===== config.mk =====
export PLATFORM = sky130hd
export DESIGN_NAME = rf_wb_arbiter
export DESIGN_NICKNAME = d
export VERILOG_FILES = /design/src/rtl/rf_wb_arbiter.sv
export SDC_FILE = /design/constraint.sdc
export NUM_CORES = 1
export LEC_CHECK = 0
export ABC_CLOCK_PERIOD_IN_PS = 2700
export BUFFER_PORTS_ARGS = -buffer_cell sky130_fd_sc_hd__buf_2
export CAP_MARGIN = 20
export CORE_MARGIN = 10
export CORE_UTILIZATION = 48
export DETAILED_ROUTE_END_ITERATION = 10
export MAX_ROUTING_LAYER = met4
export PLACE_DENSITY = 0.82
export RECOVER_POWER = 50
export SYNTH_ARGS = -nofsm -noshare
export SYNTH_HDL_FRONTEND = slang
export SYNTH_SLANG_ARGS = --single-unit

===== constraint.sdc =====
create_clock -name clk -period 2.7 [get_ports clk]
set_clock_uncertainty 0.1 [all_clocks]
set_input_delay 0.54 -clock clk [delete_from_list [all_inputs] [get_ports clk]]
set_output_delay 0.54 -clock clk [all_outputs]
set_load 0.02 [all_outputs]

===== src/rtl/rf_wb_arbiter.sv =====
// Purpose: round-robin share of the register-file write port plus a per-register busy scoreboard.
// Latency: 1 cycle from grant (req_valid & req_ready) to wrt/addrD/d; busy bit drops 1 cycle after commit.
// Backpressure: a source that loses arbitration sees req_ready=0 and holds; an alloc to a busy register sees alloc_ready=0.
//
// Ports:
//   clk, rst_n                  clock, async active-low reset
//   req_valid/addr/data (in)    NREQ writeback sources, slice i belongs to source i
//   req_ready (out)             one-hot grant, all zero when nothing is valid
//   alloc_valid/addr (in)       issue-side destination reservation
//   alloc_ready (out)           reservation accepted this cycle
//   qaddr_a/b (in)              decode read addresses
//   busy_a/b (out)              scoreboard bit of qaddr_a/b, no bypass
//   wrt, addrD, d (out)         registered register-file write port
module rf_wb_arbiter #(
   parameter int NREQ       = 3,
   parameter int ADDR_WIDTH = 5,
   parameter int DATA_WIDTH = 32
) (
   input  logic                         clk,
   input  logic                         rst_n,
   input  logic [NREQ-1:0]              req_valid,
   input  logic [NREQ*ADDR_WIDTH-1:0]   req_addr,
   input  logic [NREQ*DATA_WIDTH-1:0]   req_data,
   output logic [NREQ-1:0]              req_ready,
   input  logic                         alloc_valid,
   input  logic [ADDR_WIDTH-1:0]        alloc_addr,
   output logic                         alloc_ready,
   input  logic [ADDR_WIDTH-1:0]        qaddr_a,
   input  logic [ADDR_WIDTH-1:0]        qaddr_b,
   output logic                         busy_a,
   output logic                         busy_b,
   output logic                         wrt,
   output logic [ADDR_WIDTH-1:0]        addrD,
   output logic [DATA_WIDTH-1:0]        d
);

   localparam int PW   = $clog2(NREQ);
   localparam int NREG = 2 ** ADDR_WIDTH;

   logic [PW-1:0]   ptr;
   logic [PW-1:0]   gnt_idx;
   logic            gnt_vld;
   logic [NREG-1:0] sb;
   logic            alloc_fire;

   // (base + off) mod NREQ; off never exceeds NREQ-1 so one subtraction suffices.
   function automatic logic [PW-1:0] wrap_add(input logic [PW-1:0] base, input int unsigned off);
      int unsigned s;
      s = int'(base) + off;
      if (s >= NREQ) s = s - NREQ;
      return s[PW-1:0];
   endfunction

   // Round-robin search starting at ptr; the first valid source wins.
   always_comb begin
      gnt_vld   = 1'b0;
      gnt_idx   = '0;
      req_ready = '0;
      for (int unsigned k = 0; k < NREQ; k++) begin
         if (!gnt_vld && req_valid[wrap_add(ptr, k)]) begin
            gnt_vld = 1'b1;
            gnt_idx = wrap_add(ptr, k);
         end
      end
      if (gnt_vld) req_ready[gnt_idx] = 1'b1;
   end

   // alloc_ready looks at the pre-clear bit, so a WAW alloc stalls through the commit cycle.
   assign alloc_ready = alloc_valid & ~sb[alloc_addr];
   assign alloc_fire  = alloc_ready;

   assign busy_a = sb[qaddr_a];
   assign busy_b = sb[qaddr_b];

   // Write port and pointer: addrD/d hold when idle so the register file sees stable values.
   always_ff @(posedge clk or negedge rst_n) begin
      if (!rst_n) begin
         wrt   <= 1'b0;
         addrD <= '0;
         d     <= '0;
         ptr   <= '0;
      end else if (gnt_vld) begin
         wrt   <= 1'b1;
         addrD <= req_addr[int'(gnt_idx)*ADDR_WIDTH +: ADDR_WIDTH];
         d     <= req_data[int'(gnt_idx)*DATA_WIDTH +: DATA_WIDTH];
         ptr   <= wrap_add(gnt_idx, 1);
      end else begin
         wrt   <= 1'b0;
      end
   end

   // Scoreboard: the clear lands on the commit edge (end of a wrt=1 cycle).
   // The set is written last so it wins if both target the same bit.
   always_ff @(posedge clk or negedge rst_n) begin
      if (!rst_n) begin
         sb <= '0;
      end else begin
         if (wrt)        sb[addrD]      <= 1'b0;
         if (alloc_fire) sb[alloc_addr] <= 1'b1;
      end
   end

endmodule

; ---- After elaboration in Yosys (flattened, before gate mapping)
; Index checks and enable logic that the tools add are counted.
; Widths: inputs -> output; s select.
[word_totals]
reg_bits = 72
input_bits = 132
elab_cells = 74
[classes]
addsub = 7
mul = 1
order_cmp = 15
n_shift = 2
muxes = 32
bitwise = 5
n_reduce_logical = 7
[ops]
columns = op, n
row1 = $shiftx 96x8->32, 1
row2 = $mux 32, 2
row3 = $and 32x32->32, 1
row4 = $not 32->32, 1
row5 = $or 32x32->32, 1
row6 = $lt 5x6->1 const B, 4
row7 = $bmux 1 s5, 3
row8 = $shiftx 15x6->5, 1
row9 = $mux 2, 7
row10 = $mux 1, 13
row11 = $lt 2x3->1 const B, 4
row12 = $demux 1 s5, 2
row13 = $ge 5x1->1 const B, 2
row14 = $ge 3x2->1 const B, 3
row15 = $sub 2x2->2 const B, 4
row16 = $add 2x1->3 const B, 2
row17 = $bmux 1 s2, 3
row18 = $logic_and 1x1->1, 5
row19 = $mul 2x3->5 const B, 1
row20 = $add 2x2->3 const B, 1
row21 = $mux 3, 1
row22 = $demux 1 s2, 1
row23 = $ge 2x1->1 const B, 1
row24 = $ge 2x2->1 const B, 1
row25 = other kinds (3), 4

; ---- Logic depth before layout (Yosys ltp)
[logic_depth]
depth_word = 16
mapped_depth = 12
mapped_depth_nobuf = 10

; ---- Worst setup path before layout
; OpenSTA, ideal clock, no wires.
[synth_timing]
path_type = reg-to-output
from = register ptr[0]
to = output req_ready[2]
arrival_ns = 2.415
t_required_ns = 2.060
slack_ns = -0.355
path_stages_with_launch = 12
path_buffers = 3
cell_sequence = dfrtp_1 inv_1 ha_1 clkbuf_1 nand2_1 o22a_1 a311oi_1 buf_2 buf_2 or2_2 ha_1 and2_1
[synth_via]
elab_chain_len = 16
elab_cells_between_ends = 33
classes_between = 5 x add/sub / 5 x order compare / 18 x mux / 5 x reduce/logical
[synth_rtl]
columns = element, line_no
row1 = "start, declared", 40  ; logic [PW-1:0] ptr;
row2 = "start signal, assigned", 86  ; ptr <= wrap_add(gnt_idx, 1);
row3 = "parallel branches: the longest is 15 deep, another holds $add 2x1->3", -
row4 = $mux 3 *, 65  ; if (gnt_vld) req_ready[gnt_idx] = 1'b1;
row5 = "end, declared", 24  ; output logic [NREQ-1:0] req_ready,
; Mark *: on every way between the ends. The select of a mux whose other input is x is not followed.

; ---- Worst setup path in the final report
; Same ends and word-level chain as after synthesis.

==> results.json <==
{
  "timing.final.ws_setup_ns": -0.3534,
  "post-route-period-util": 1.131,
  "grt_max_degree": 47,
  "synth-seq-cells": 72,
  "worstPathRequired_ns": 2.06,
  "drv_slew": 0,
  "numCtsBuffers": 9,
  "cp_slowest_stage_delay_ns": 0.41,
  "grt_pass1_vias": 6556,
  "synth_area_per_cell_um2": 8.785,
  "clock_latency_ns": 0.34,
  "r2r_cells": 13,
  "viasPerCell": 6.361,
  "violations": "setup timing",
  "worst_r2r_startpoint": "ptr[0]",
  "fmax_mhz": 327.5,
  "synth_warnings": 0,
  "synthCells": 693,
  "grt_usage": 0.2481,
  "path_cells": "inv_2, ha_4, buf_4, mux2i_1, o21a_1, o31ai_2, a2bb2oi_2, inv_2, ha_4, and2_4, buf_6",
  "port_buffers": 175,
  "power_mw": 10.76,
  "rsz0062_at_grt": "true",
  "drt_iter0_drc": 758,
  "hold_class": "primary input to asynchronous set/reset pin",
  "ys_types": 45,
  "path_clk_slew_ns": 0.06,
  "critPathKind": "flop to output pin",
  "period_needed_ns": 3.053,
  "nFillCells": 1084,
  "core_mm2": 0.01252,
  "arrival_ns": 2.41,
  "drt-pass1-iter-count": 7,
  "hold_viol": 0,
  "p_leak_nw": 3.223,
  "cts_max_level": 3,
  "powerDensity_mw_per_mm2": 1354,
  "instances_no_fill": 1049,
  "grt-ovfl-total": 0,
  "clock-root-buffer": "clkbuf_16",
  "vias": 6673,
  "worst_pin_slew_ns": 1.181,
  "ant_nets": 0,
  "rrSetupSlack_ns": 0.05,
  "maxCapViolCount": 0,
  "grt_pass1_wl_um": 34840,
  "cts_tree": "built",
  "status": "complete, but fails checks",
  "place_inst": 1015,
  "die_w_um": 132.6,
  "cts_buffer_depth": 2,
  "area_delta_synth_final_pct": 30.54,
  "initial_core_util": 0.4864,
  "synth_ff_type": "dfrtp_1",
  "dieArea_mm2": 0.01759,
  "async_reset_ff_frac": 1.000,
  "peakVddDrop_uv": 1045,
  "place_hpwl_um": 15400,
  "gp_congestion": 0.9356,
  "syn_nets": 830,
  "cts.sinks": 72,
  "netlist_area_mm2": 0.006088,
  "crit_path_end_kind": "output pin",
  "boundaryPins": 176,
  "finalNetCount": 1006,
  "routedWlPerCell_um": 21.41,
  "grt_antenna_before_repair": 3,
  "crit_path_max_fanout": 4,
  "yosysSeqAreaShare": 0.2959,
  "drc": 0,
  "worst_setup_path_start_kind": "flop",
  "max_slew_margin": 0.2124,
  "synth-edff-count": 0,
  "setup_viol": 6,
  "die_h_um": 132.6,
  "critPathSlowestCell": "dfrtp_1",
  "rows": 41,
  "rr_endpoint": "d[9]",
  "wirelength_um": 22460,
  "drive_above_1_share": 0.3959
}
repair_timing:
action	in CTS	in global routing
gates cloned	1	2
setup buffers	7	5
hold buffers	0	0
pin swaps	11	15
setup endpoints to repair	6	36
resized for setup	31	29
Yosys cell counts, types with 4 or more instances:
library cell    n  share of area
mux2i_1         4         0.0066
o21ai_2        29          0.042
mux4_2         28           0.10
nand3_1        11         0.0090
nand4_1        37          0.038
buf_6           5         0.0092
nand2_1       103          0.064
o21ai_0        39          0.032
inv_1           8         0.0049
clkbuf_1       48          0.030
buf_1           4         0.0025
a21oi_1        38          0.031
nor2_1         10         0.0062
nand2b_1       40          0.041
nand3b_1        6         0.0074
and3b_1        40          0.058
buf_2          17          0.014
ha_1            5          0.010
o211ai_2       10          0.021
o211ai_1      101           0.12
nor2b_1         4         0.0041
dfrtp_1        72           0.30
cells by family after synthesis:
kind of cell	synth area share
AOI/OAI and AO/OA	0.2700
adders and majority gates	0.01028
buffers and inverters	0.06145
DFF	0.2959
muxes	0.1157
and+or+nand+nor	0.2466
cell usage in the layout (no fill, tap or decap), types with 2 or more instances in the layout:
cell type	Yosys	routed
a21oi_1	38	38
a22o_1	2	2
and2_1	3	2
and3b_1	40	40
buf_2	17	146
buf_4	1	54
buf_6	5	13
clkbuf_1	48	21
clkbuf_16	0	11
clkinv_4	0	5
dfrtp_1	72	67
dfrtp_2	0	5
diode_2	0	3
ha_4	0	3
inv_1	8	4
inv_2	0	3
mux2_4	0	3
mux2i_4	0	2
mux4_2	28	28
nand2_1	103	103
nand2b_1	40	38
nand2b_4	0	2
nand3_1	11	10
nand3b_1	6	6
nand4_1	37	37
nor2_1	10	6
nor2_2	0	2
nor2_4	0	2
nor2b_1	4	4
nor3_1	2	2
nor3b_1	2	2
o211ai_1	101	101
o211ai_2	10	10
o21a_1	3	2
o21ai_0	39	36
o21ai_2	29	32
or3b_2	2	2
layout make-up:
cell class,count,area [um^2],share of cell area
antenna,3,7.507,0.0009446
clock buffer,9,225.2,0.02834
clock inverter,7,56.30,0.007084
inverter,8,35.03,0.004408
multi-input combinational,538,4104,0.5164
sequential,72,1808,0.2275
tap,172,215.2,0.02708
timing repair buffer,240,1496,0.1883
metal layers:
metal,vias up,share of wire,global-route usage
met5,-,0,-
met4,0,0.031,0.08802
met3,56,0.089,0.06018
met2,404,0.49,0.4032
met1,3214,0.39,0.2942
li1,2999,-,-
how the worst max path moves through the flow:
stage / end / from / cells after the start / slack [ns]
finish: req_ready[2] / ptr[0] / 11 / -0.35
global route: req_ready[2] / ptr[0] / 11 / -0.44
CTS: req_ready[1] / ptr[1] / 9 / -0.34
detailed placement: busy_a / qaddr_a[0] / 5 / -0.24
global placement: busy_a / qaddr_a[0] / 5 / -0.17
floorplan: req_ready[0] / ptr[1] / 9 / -0.09
power breakdown:
part | internal (mW) | switching [mW]
sequential | 1.66 | 0.587
combinational | 3.29 | 4.09
clock | 0.629 | 0.498
total | 5.58 | 5.18
flip-flops by register name, summed over array words and instances, names as in the netlist:
signal and flops:
d 32, sb 32, addrD 5, ptr 2, wrt 1
critical path, delay by kind of cell (launching register included):
kind	cells	cell delay (ns)
AO/OA/AOI/OAI	3	0.51
flip-flops	1	0.41
buffers and inverters	4	0.40
multiplexers	1	0.32
adder cells (fa/ha/maj)	2	0.30
AND/OR/NAND/NOR	1	0.13
through the flow:
step	TNS (ns)	hold WS (ns)	util	worst slack [ns]	instance area, um^2
after global routing	-1.938	0.3717	0.6349	-0.4431	7948
after global placement	-0.5866	0.3702	0.5834	-0.1656	7302
after CTS	-1.246	0.1286	0.6237	-0.3391	7806
after floorplan	-0.2522	0.1444	-	-0.08850	6148
after detailed placement	-0.8383	0.3693	0.5834	-0.2393	7302
final	-1.104	0.3088	0.6349	-0.3534	7948
No activity file was read; power rests on OpenSTA's default activity.
